## config.mk

```make
export PLATFORM = sky130hd
export DESIGN_NAME = relu_sequencer
export DESIGN_NICKNAME = d
export VERILOG_FILES = /design/src/rtl/relu_seq_pkg.sv /design/src/rtl/relu_seq_pipe_valid.sv /design/src/rtl/relu_sequencer.sv
export SDC_FILE = /design/constraint.sdc
export NUM_CORES = 1
export LEC_CHECK = 0
export CAP_MARGIN = 20
export CORE_ASPECT_RATIO = 0.75
export CORE_UTILIZATION = 50
export DETAILED_ROUTE_END_ITERATION = 8
export PLACE_DENSITY = 0.76
export SYNTH_ARGS = -nofsm -noshare
export SYNTH_HDL_FRONTEND = slang
export SYNTH_SLANG_ARGS = --single-unit
export TNS_END_PERCENT = 100
```

## constraint.sdc

```tcl
create_clock -name clk -period 5.3 [get_ports clk]
set_input_delay 0.53 -clock clk [delete_from_list [all_inputs] [get_ports clk]]
set_output_delay 0.53 -clock clk [all_outputs]
set_load 0.05 [all_outputs]
```

## src/rtl/relu_seq_pkg.sv

```systemverilog
`default_nettype none
// ============================================================================
// Module   : relu_seq_pkg
// Purpose  : Shared types and constants for the ReLU sequencer slice:
//            FSM state encoding, default address/count widths and the
//            width of the optional performance counters.
// Ports    : none (package)
// Revision : 1.0 - initial release
// ============================================================================
package relu_seq_pkg;

   localparam int DEF_ADDR_WIDTH = 8;
   localparam int DEF_CNT_WIDTH  = 9;
   localparam int PERF_WIDTH     = 32;

   typedef enum logic [1:0] {
      ST_IDLE  = 2'd0,
      ST_ISSUE = 2'd1,
      ST_DRAIN = 2'd2,
      ST_DONE  = 2'd3
   } state_t;

endpackage
`default_nettype wire

```

## src/rtl/relu_seq_pipe_valid.sv

```systemverilog
`default_nettype none
// ============================================================================
// Module   : relu_seq_pipe_valid
// Purpose  : Two-stage valid shift register tracking rows between the
//            accumulator read, the ReLU register and the buffer write.
//            Both stages freeze while stall is high.
// Ports    : clk, reset (async, active-high)
//            stall     - freeze both stages, gate both enables
//            rd_issue  - a read was issued this cycle (already stall-gated)
//            relu_en   - ReLU register capture enable
//            ub_wr_en  - unified-buffer write enable
// Revision : 1.0 - initial release
// ============================================================================
module relu_seq_pipe_valid (
   input  logic clk,
   input  logic reset,
   input  logic stall,
   input  logic rd_issue,
   output logic relu_en,
   output logic ub_wr_en
);

   logic v1;
   logic v2;

   // Holding the valid bits on stall keeps them aligned with the memory
   // output and ReLU register, which also hold because their enables drop.
   always_ff @(posedge clk or posedge reset) begin
      if (reset) begin
         v1 <= 1'b0;
         v2 <= 1'b0;
      end else if (!stall) begin
         v1 <= rd_issue;
         v2 <= v1;
      end
   end

   assign relu_en  = v1 && !stall;
   assign ub_wr_en = v2 && !stall;

endmodule
`default_nettype wire

```

## src/rtl/relu_sequencer.sv

```systemverilog
`default_nettype none
// ============================================================================
// Module   : relu_sequencer
// Purpose  : Streams a block of accumulator rows through the ReLU stage into
//            the unified buffer: accumulator read -> ReLU -> buffer write,
//            one row per cycle, with a global stall.
// Ports    : clk, reset (async, active-high)
//            start, src_base, dst_base, num_rows - command (taken in IDLE)
//            stall                               - freeze all stages
//            busy, done                          - status
//            acc_rd_en/acc_rd_addr               - accumulator read
//            relu_en                             - ReLU register enable
//            ub_wr_en/ub_wr_addr                 - unified-buffer write
//            perf_cycles, perf_stalls            - only with RELU_SEQ_PERF_EN
// Config   : `define RELU_SEQ_PERF_EN adds saturating busy/stall counters.
// Revision : 1.0 - initial release
// ============================================================================
module relu_sequencer
   import relu_seq_pkg::*;
#(
   parameter int ADDR_WIDTH = DEF_ADDR_WIDTH,
   parameter int CNT_WIDTH  = DEF_CNT_WIDTH
) (
   input  logic                  clk,
   input  logic                  reset,
   input  logic                  start,
   input  logic [ADDR_WIDTH-1:0] src_base,
   input  logic [ADDR_WIDTH-1:0] dst_base,
   input  logic [CNT_WIDTH-1:0]  num_rows,
   input  logic                  stall,
   output logic                  busy,
   output logic                  done,
   output logic                  acc_rd_en,
   output logic [ADDR_WIDTH-1:0] acc_rd_addr,
   output logic                  relu_en,
   output logic                  ub_wr_en,
   output logic [ADDR_WIDTH-1:0] ub_wr_addr
`ifdef RELU_SEQ_PERF_EN
   ,
   output logic [PERF_WIDTH-1:0] perf_cycles,
   output logic [PERF_WIDTH-1:0] perf_stalls
`endif
);

   state_t                state;
   logic [ADDR_WIDTH-1:0] src_r;
   logic [ADDR_WIDTH-1:0] dst_r;
   logic [CNT_WIDTH-1:0]  num_r;
   logic [CNT_WIDTH-1:0]  rd_cnt;
   logic [CNT_WIDTH-1:0]  wr_cnt;
   logic [CNT_WIDTH-1:0]  last_idx;

   assign last_idx = num_r - CNT_WIDTH'(1);

   assign busy      = (state == ST_ISSUE) || (state == ST_DRAIN);
   assign done      = (state == ST_DONE);
   assign acc_rd_en = (state == ST_ISSUE) && !stall;

   // Addresses use only the low bits of the counters so a block may wrap
   // through the top of the address space.
   assign acc_rd_addr = src_r + rd_cnt[ADDR_WIDTH-1:0];
   assign ub_wr_addr  = dst_r + wr_cnt[ADDR_WIDTH-1:0];

   relu_seq_pipe_valid u_pipe_valid (
      .clk      (clk),
      .reset    (reset),
      .stall    (stall),
      .rd_issue (acc_rd_en),
      .relu_en  (relu_en),
      .ub_wr_en (ub_wr_en)
   );

   always_ff @(posedge clk or posedge reset) begin
      if (reset) begin
         state  <= ST_IDLE;
         src_r  <= '0;
         dst_r  <= '0;
         num_r  <= '0;
         rd_cnt <= '0;
         wr_cnt <= '0;
      end else begin
         case (state)
            ST_IDLE: begin
               if (start) begin
                  src_r  <= src_base;
                  dst_r  <= dst_base;
                  num_r  <= num_rows;
                  rd_cnt <= '0;
                  wr_cnt <= '0;
                  state  <= (num_rows == '0) ? ST_DONE : ST_ISSUE;
               end
            end
            ST_ISSUE: begin
               if (acc_rd_en) begin
                  rd_cnt <= rd_cnt + CNT_WIDTH'(1);
                  if (rd_cnt == last_idx) begin
                     state <= ST_DRAIN;
                  end
               end
               if (ub_wr_en) begin
                  wr_cnt <= wr_cnt + CNT_WIDTH'(1);
               end
            end
            ST_DRAIN: begin
               if (ub_wr_en) begin
                  wr_cnt <= wr_cnt + CNT_WIDTH'(1);
                  if (wr_cnt == last_idx) begin
                     state <= ST_DONE;
                  end
               end
            end
            default: begin
               state <= ST_IDLE;
            end
         endcase
      end
   end

`ifdef RELU_SEQ_PERF_EN
   always_ff @(posedge clk or posedge reset) begin
      if (reset) begin
         perf_cycles <= '0;
         perf_stalls <= '0;
      end else if ((state == ST_IDLE) && start) begin
         perf_cycles <= '0;
         perf_stalls <= '0;
      end else begin
         if (busy && (perf_cycles != '1)) begin
            perf_cycles <= perf_cycles + PERF_WIDTH'(1);
         end
         if (busy && stall && (perf_stalls != '1)) begin
            perf_stalls <= perf_stalls + PERF_WIDTH'(1);
         end
      end
   end
`endif

endmodule
`default_nettype wire

```

; Word level (Yosys, flattened, before mapping)
; Index checks and enable logic that the tools add are counted.
[op_classes]
eq_ne = 11
add_sub_neg = 5
mux = 12
n_reduce_logical = 14
[ops]
columns = cell, count
row1 = $pmux W9 S2, 2
row2 = $mux W9, 3
row3 = $add A9 B1 Y9 const B, 2
row4 = $eq A9 B9 Y1, 2
row5 = $add A8 B8 Y8, 2
row6 = $mux W2, 6
row7 = $logic_not A9 Y1, 1
row8 = $sub A9 B1 Y9 const B, 1
row9 = $ne A2 B1 Y1 const B, 4
row10 = $pmux W2 S3, 1
row11 = $reduce_and A3 Y1, 2
row12 = $reduce_and A5 Y1, 1
row13 = $eq A2 B2 Y1 const B, 2
row14 = $ne A2 B2 Y1 const B, 2
row15 = $reduce_bool A2 Y1, 2
row16 = $logic_and A1 B1 Y1, 3
row17 = $eq A2 B1 Y1 const B, 1
row18 = $logic_not A2 Y1, 1
row19 = $reduce_and A2 Y1, 1
row20 = $reduce_or A2 Y1, 1
row21 = $logic_not A1 Y1, 1
row22 = $logic_or A1 B1 Y1, 1
[word_totals]
output_inout_bits = 21
inputBits = 29
elab_cells = 50
register_bits = 47

; Logic depth before layout (Yosys ltp)
; Gate-level depths: netlist of run 1.
[depth]
word_depth = 5
ltp_mapped = 10
mapped_depth_nobuf = 9

; Modules after synthesis
; From an unflattened synthesis of run 1, not the netlist that was laid out.
[hier_totals]
hier_cells = 320
area_unflattened_um2 = 3235.6
[by_module_without_submodules]
columns = mod, n_inst, cells_each, seq_area_each_um2, area_per_inst_um2
row1 = relu_sequencer, 1, 313, 1126.1, 3141.8
row2 = relu_seq_pipe_valid, 1, 7, 50.0, 93.8

; Least setup slack after synthesis of run 1
; Ideal clock, no wire load.
[synth_path]
path_type = flip-flop to output port
start = register rd_cnt[0]
end = output port acc_rd_addr[6]
t_arrival_ns = 2.356
path_slack_ns = 2.414
n_path_buf = 0
required_time_ns = 4.770
stages_incl_launch_ff = 10
cell_sequence = dfrtp_1 ha_1 inv_1 fa_1 inv_1 a21oi_1 o21bai_1 a21o_1 a21oi_1 xnor2_1
[synth_between]
elab_chain_len = 1
[synth_lines]
columns = item, line_no
row1 = start: declaration, relu_sequencer.sv:49  ; logic [CNT_WIDTH-1:0] rd_cnt;
row2 = start signal: assignment, relu_sequencer.sv:95  ; rd_cnt <= rd_cnt + CNT_WIDTH'(1);
row3 = $add A8 B8 Y8, relu_sequencer.sv:61  ; assign acc_rd_addr = src_r + rd_cnt[ADDR_WIDTH-1:0];
row4 = end: declaration, relu_sequencer.sv:34  ; output logic [ADDR_WIDTH-1:0] acc_rd_addr,
; No other way between the ends.

; Worst setup path after layout of run 1
[layout_path]
start = register rd_cnt[1]
end = output port acc_rd_addr[7]
; The elaborated chain is that of the path after synthesis.

==> results of run 1 <==
==> through the flow <==
| step | hold slack [ns] | worst slack, ns |
|---|---|---|
| global placement | 0.4542 | 2.211 |
| global route | 0.5216 | 1.577 |
| CTS | 0.4792 | 1.800 |
| detailed placement | 0.4586 | 2.148 |
| finish | 0.4784 | 1.823 |
| floorplan | 0.4419 | 2.414 |
==> layer usage <==
metal,GRT usage [%],part of all wire (%),wire (um),vias to the layer above
li1,-,-,-,1126
met1,32.40,50,3038,1091
met2,31.50,44,2642,62
met3,3.863,5.6,338,4
met4,5.644,0.86,52,0
met5,0,0,0,-
==> report_power, final <==
part           internal (mW)  switching [mW]  total (mW)
combinational          0.173           0.241       0.414
clock                  0.153           0.121       0.274
sequential             0.393          0.0661       0.460
total                  0.719           0.428        1.15
==> worst paths after layout <==
kind	from	to	slack, ns
max	rd_cnt[1]	acc_rd_addr[7]	1.82
min	u_pipe_valid.v1	u_pipe_valid.v1	0.48
max reg2reg	num_r[0]	state[1]	2.33
min reg2reg	u_pipe_valid.v1	u_pipe_valid.v1	0.48
max in group asynchronous	reset	num_r[5]	4.23
min in group asynchronous	reset	u_pipe_valid.v1	0.56
==> worst max-delay path, stage by stage (launching register included) <==
cell and delay, ns:
dfrtp_1 0.47, ha_1 0.30, a21o_1 0.17, a21oi_1 0.22
o21bai_1 0.10, a21oi_1 0.23, o21ai_0 0.16, xnor2_1 0.16
clkdlybuf4s50_1 0.83
==> cell type report <==
type                            count  area [um2]
Multi-Input combinational cell    223        1728
Clock buffer                        6       82.58
Sequential cell                    47        1176
Clock inverter                      2       35.03
Inverter                           18       67.56
Timing Repair Buffer               51       518.0
Tap cell                           78       97.59
Fill cell                         471        2091
==> cells in the final DEF, fill, tap and decap left out, drive strengths merged, types with 2 or more instances in the layout <==
| master | n |
|---|---|
| clkdlybuf4s50 | 49 |
| dfrtp | 47 |
| xnor2 | 28 |
| mux2 | 26 |
| ha | 21 |
| nor2 | 21 |
| nand2 | 19 |
| xor2 | 18 |
| inv | 18 |
| a21oi | 15 |
| o21ai | 10 |
| a21o | 8 |
| clkbuf | 6 |
| nand3 | 5 |
| nor2b | 5 |
| o21bai | 5 |
| nor4 | 4 |
| nand2b | 3 |
| mux2i | 3 |
| nand4 | 3 |
| a31oi | 3 |
| or3 | 3 |
| nor3 | 3 |
| a22o | 3 |
| and3 | 2 |
| and4 | 2 |
| fa | 2 |
| nor3b | 2 |
| buf | 2 |
==> kinds of logic after synthesis <==
kind of cell | after synthesis
xor+xnor | 46
mux | 29
fa+ha+maj | 23
compound gates | 49
buf+inv | 23
simple gates | 76
flops | 47
==> registers in the layout, summed over array words and instances, names as in the netlist <==
| signal | flops |
|---|---|
| dst_r | 8 |
| rd_cnt | 9 |
| wr_cnt | 9 |
| u_pipe_valid.v2 | 1 |
| src_r | 8 |
| num_r | 9 |
| u_pipe_valid.v1 | 1 |
| state | 2 |
==> results.json, run 1 <==
{
  "status": "complete, no violations",
  "yosysUniqueCellTypes": 40,
  "die_h_um": 69.06,
  "synth_most_common_cell": "dfrtp_1",
  "place.gp.congestion": 0.9198,
  "ir_drop_uv": 199.7,
  "period_share_pct": 65.60,
  "ys.warnings.count": 0,
  "cts_buffers": 5,
  "synth_simple_gate_area_share_pct": 12.94,
  "synth_edf_count": 0,
  "p_leak_nw": 1.791,
  "postRouteAntennaNets": 0,
  "wl_um": 6072,
  "die_w_um": 91.41,
  "cts.sinks": 47,
  "grt_pass1_vias": 2233,
  "placedCellCount": 416,
  "place_area_um2": 3567,
  "n_antenna_cell": 0,
  "synth_top_cell_area_share_pct": 39.23,
  "synth.avg_cell_area_um2": 10.23,
  "required_ns": 4.77,
  "path_max_fanout": 7,
  "cts_root_buffer": "clkbuf_8",
  "netlist_area_um2": 2998,
  "min_period_ns": 3.477,
  "nets": 398,
  "finalHoldViolCount": 0,
  "clk_path_buf_depth": 2,
  "synth_ff_type": "dfrtp_1",
  "setup_tns_ns": 0,
  "yosysSeqAreaShare_pct": 39.23,
  "endpoint_kind": "primary output",
  "p_total_mw": 1.147,
  "post_route_cells_drive_above_1_share_pct": 11.82,
  "synth-seq-cells": 47,
  "synthCells": 293,
  "syn_to_final_growth_pct": 23.58,
  "design_area_um2": 3705,
  "synthTopCellsByCount": "dfrtp_1, xnor2_1, mux2_2",
  "rsz0062_at_grt": "no",
  "arrival_ns": 2.95,
  "fin_cells": 425,
  "drv_slew": 0,
  "cp-start-kind": "flop",
  "synth_compound_area_share_pct": 10.27,
  "grt_first_pass_wirelength_um": 10740,
  "synthAdderAreaFrac_pct": 10.10,
  "grt_antenna_before_repair": 0,
  "maxSlewHeadroom_pct": 58.07,
  "worstMarginPinSlew_ns": 0.6275,
  "cts_hold_buf": 0,
  "drc": 0,
  "clk_pin_slew_ns": 0.09,
  "drt-initial-drc-count": 97,
  "io_pins": 50,
  "wl_per_cell_um": 14.29,
  "firstDrtPassIters": 4,
  "dp_hpwl_um": 4584,
  "reg2reg_depth": 9,
  "synth_top_cell_by_area": "dfrtp_1",
  "core_area_um2": 5796,
  "cts_tree": "yes",
  "whs_path_depth": 1,
  "syn-num-nets": 345,
  "fin_util_pct": 63.92,
  "vias": 2283,
  "overflow": 0,
  "grt_max_degree": 48,
  "cts_setup_buffers": 0,
  "p_per_area_nw_per_um2": 309.6,
  "synth_xor_area_share_pct": 13.44,
  "fin_skew_ns": 0.008651,
  "grt_usage_pct": 21.40,
  "async_flop_share_pct": 100.0,
  "initial_core_util_pct": 51.73,
  "synthMuxAreaShare_pct": 10.89,
  "port-buffer-count": 49,
  "maxCapViolations": 0,
  "cts-htree-levels": 2,
  "hp-class": "reg -> reg",
  "path_class": "reg -> out",
  "setup_viol": 0,
  "vias_per_cell": 5.372,
  "dieArea_um2": 6313,
  "clkLatencyLatePin_ns": 0.31,
  "cts-resized-gates": 0,
  "synth_top_family_by_area": "XOR/XNOR gates",
  "rows": 24,
  "clock.fmax_mhz": 287.6,
  "synth.area.top_cells": "dfrtp_1, mux2_2, ha_1"
}
Note: power is estimated with default switching activity, not from simulation.
==> run 2, diff against run 1 <==
Clock period 5.3 ns to 3.6 ns, I/O delays scaled along.
==> results.json, run 2 (synthesis results as in run 1) <==
{
  "required_ns": 3.24,
  "maxCapViolations": 0,
  "path_max_fanout": 7,
  "vias_per_cell": 5.413,
  "p_total_mw": 1.706,
  "clock.fmax_mhz": 297.3,
  "pre_cts_ws_ns": 0.5984,
  "path_class": "reg -> out",
  "io_pins": 50,
  "ir_drop_uv": 238.7,
  "drc": 0,
  "place_area_um2": 3575,
  "clk_pin_slew_ns": 0.09,
  "postRouteAntennaNets": 0,
  "endpoint_kind": "primary output",
  "grt_antenna_before_repair": 0,
  "cts.sinks": 47,
  "overflow": 0,
  "firstDrtPassIters": 4,
  "dieArea_um2": 6313,
  "fin_skew_ns": 0.006231,
  "setup_viol": 0,
  "fin_cells": 426,
  "post_route_cells_drive_above_1_share_pct": 12.07,
  "p_per_area_nw_per_um2": 458.7,
  "port-buffer-count": 49,
  "drt-initial-drc-count": 72,
  "setup_tns_ns": 0,
  "status": "complete, no violations",
  "design_area_um2": 3720,
  "cts-resized-gates": 0,
  "arrival_ns": 3.00,
  "cts_tree": "yes",
  "wl_per_cell_um": 14.97,
  "grt_usage_pct": 22.62,
  "maxSlewHeadroom_pct": 46.38,
  "timing.final.ws_setup_ns": 0.2369,
  "dp_hpwl_um": 4899,
  "initial_core_util_pct": 51.73,
  "hp-class": "in -> async",
  "min_period_ns": 3.363,
  "rows": 24,
  "grt_pass1_vias": 2273,
  "layout_common_cells": "clkdlybuf4s50_1, dfrtp_1, xnor2_1",
  "finalHoldViolCount": 0,
  "worstMarginPinSlew_ns": 0.8024,
  "core_area_um2": 5796,
  "layout_commonest_cell": "clkdlybuf4s50_1",
  "die_w_um": 91.41,
  "nets": 399,
  "wl_um": 6378,
  "grt_first_pass_wirelength_um": 11230,
  "vias": 2306,
  "syn_to_final_growth_pct": 24.08,
  "rsz0062_at_grt": "no",
  "placedCellCount": 417,
  "r2r_slack_ns": 0.83,
  "cp-start-kind": "flop",
  "whs_ns": 0.4213,
  "cts_root_buffer": "clkbuf_8",
  "period_share_pct": 93.42,
  "cts-htree-levels": 2,
  "place.gp.congestion": 0.8862,
  "clk_path_buf_depth": 2,
  "p_leak_nw": 1.798,
  "n_antenna_cell": 0,
  "drv_slew": 0,
  "cts_setup_buffers": 0,
  "reg_top3": "num_r x9, rd_cnt x9, wr_cnt x9",
  "cts_buffers": 5,
  "cts_hold_buf": 0,
  "clkLatencyLatePin_ns": 0.31,
  "fin_util_pct": 64.18,
  "grt_max_degree": 48,
  "die_h_um": 69.06
}
[run 2: cell count changes in the layout (fill, tap and decap cells not counted), sizes merged]
cell and change:
buf +1
[run 2: worst paths after layout]
path	endpoint	start	depth (start not counted)
setup / recovery	acc_rd_addr[7]	rd_cnt[1]	8
hold / removal	dst_r[7]	reset	2
setup reg to reg	state[1]	num_r[0]	10
hold reg to reg	u_pipe_valid.v1	u_pipe_valid.v1	1
max in group asynchronous	num_r[3]	reset	3
min in group clk	u_pipe_valid.v1	u_pipe_valid.v1	1
[run 2: cell type report]
| cell class | instances | area (um2) |
|---|---|---|
| Fill cell | 479 | 2076 |
| Multi-Input combinational cell | 223 | 1728 |
| Sequential cell | 47 | 1176 |
| Timing Repair Buffer | 52 | 533.0 |
| Tap cell | 78 | 97.59 |
| Clock buffer | 6 | 82.58 |
| Inverter | 18 | 67.56 |
| Clock inverter | 2 | 35.03 |
[run 2: layer usage]
layer	part of all wire, %	vias up	track usage, %
met5	0	-	0
met4	1.7	0	7.231
met3	4.4	13	3.974
met2	44	50	34.00
met1	50	1117	33.12
li1	-	1126	-
[run 2: report_power, final]
group	total (mW)	leakage, nW	switching, mW	internal [mW]
registers	0.680	0.629	0.101	0.579
clock network	0.414	0.0612	0.189	0.225
logic	0.612	1.11	0.357	0.256
total	1.71	1.80	0.646	1.06
[run 2: worst max-delay path, cell delays in order, from the launching register on]
cell and delay, ns:
dfrtp_1 0.47, ha_1 0.30, a21o_1 0.17, a21oi_1 0.22, o21bai_1 0.09, a21oi_1 0.24
o21ai_0 0.16, xnor2_1 0.19, clkdlybuf4s50_1 0.85
==> run 3, diff against run 2 <==
Settings changed: GPL_ROUTABILITY_DRIVEN set to 1.
==> results of run 3 <==
No change in the layout: final DEF, timing and power equal those of run 2.
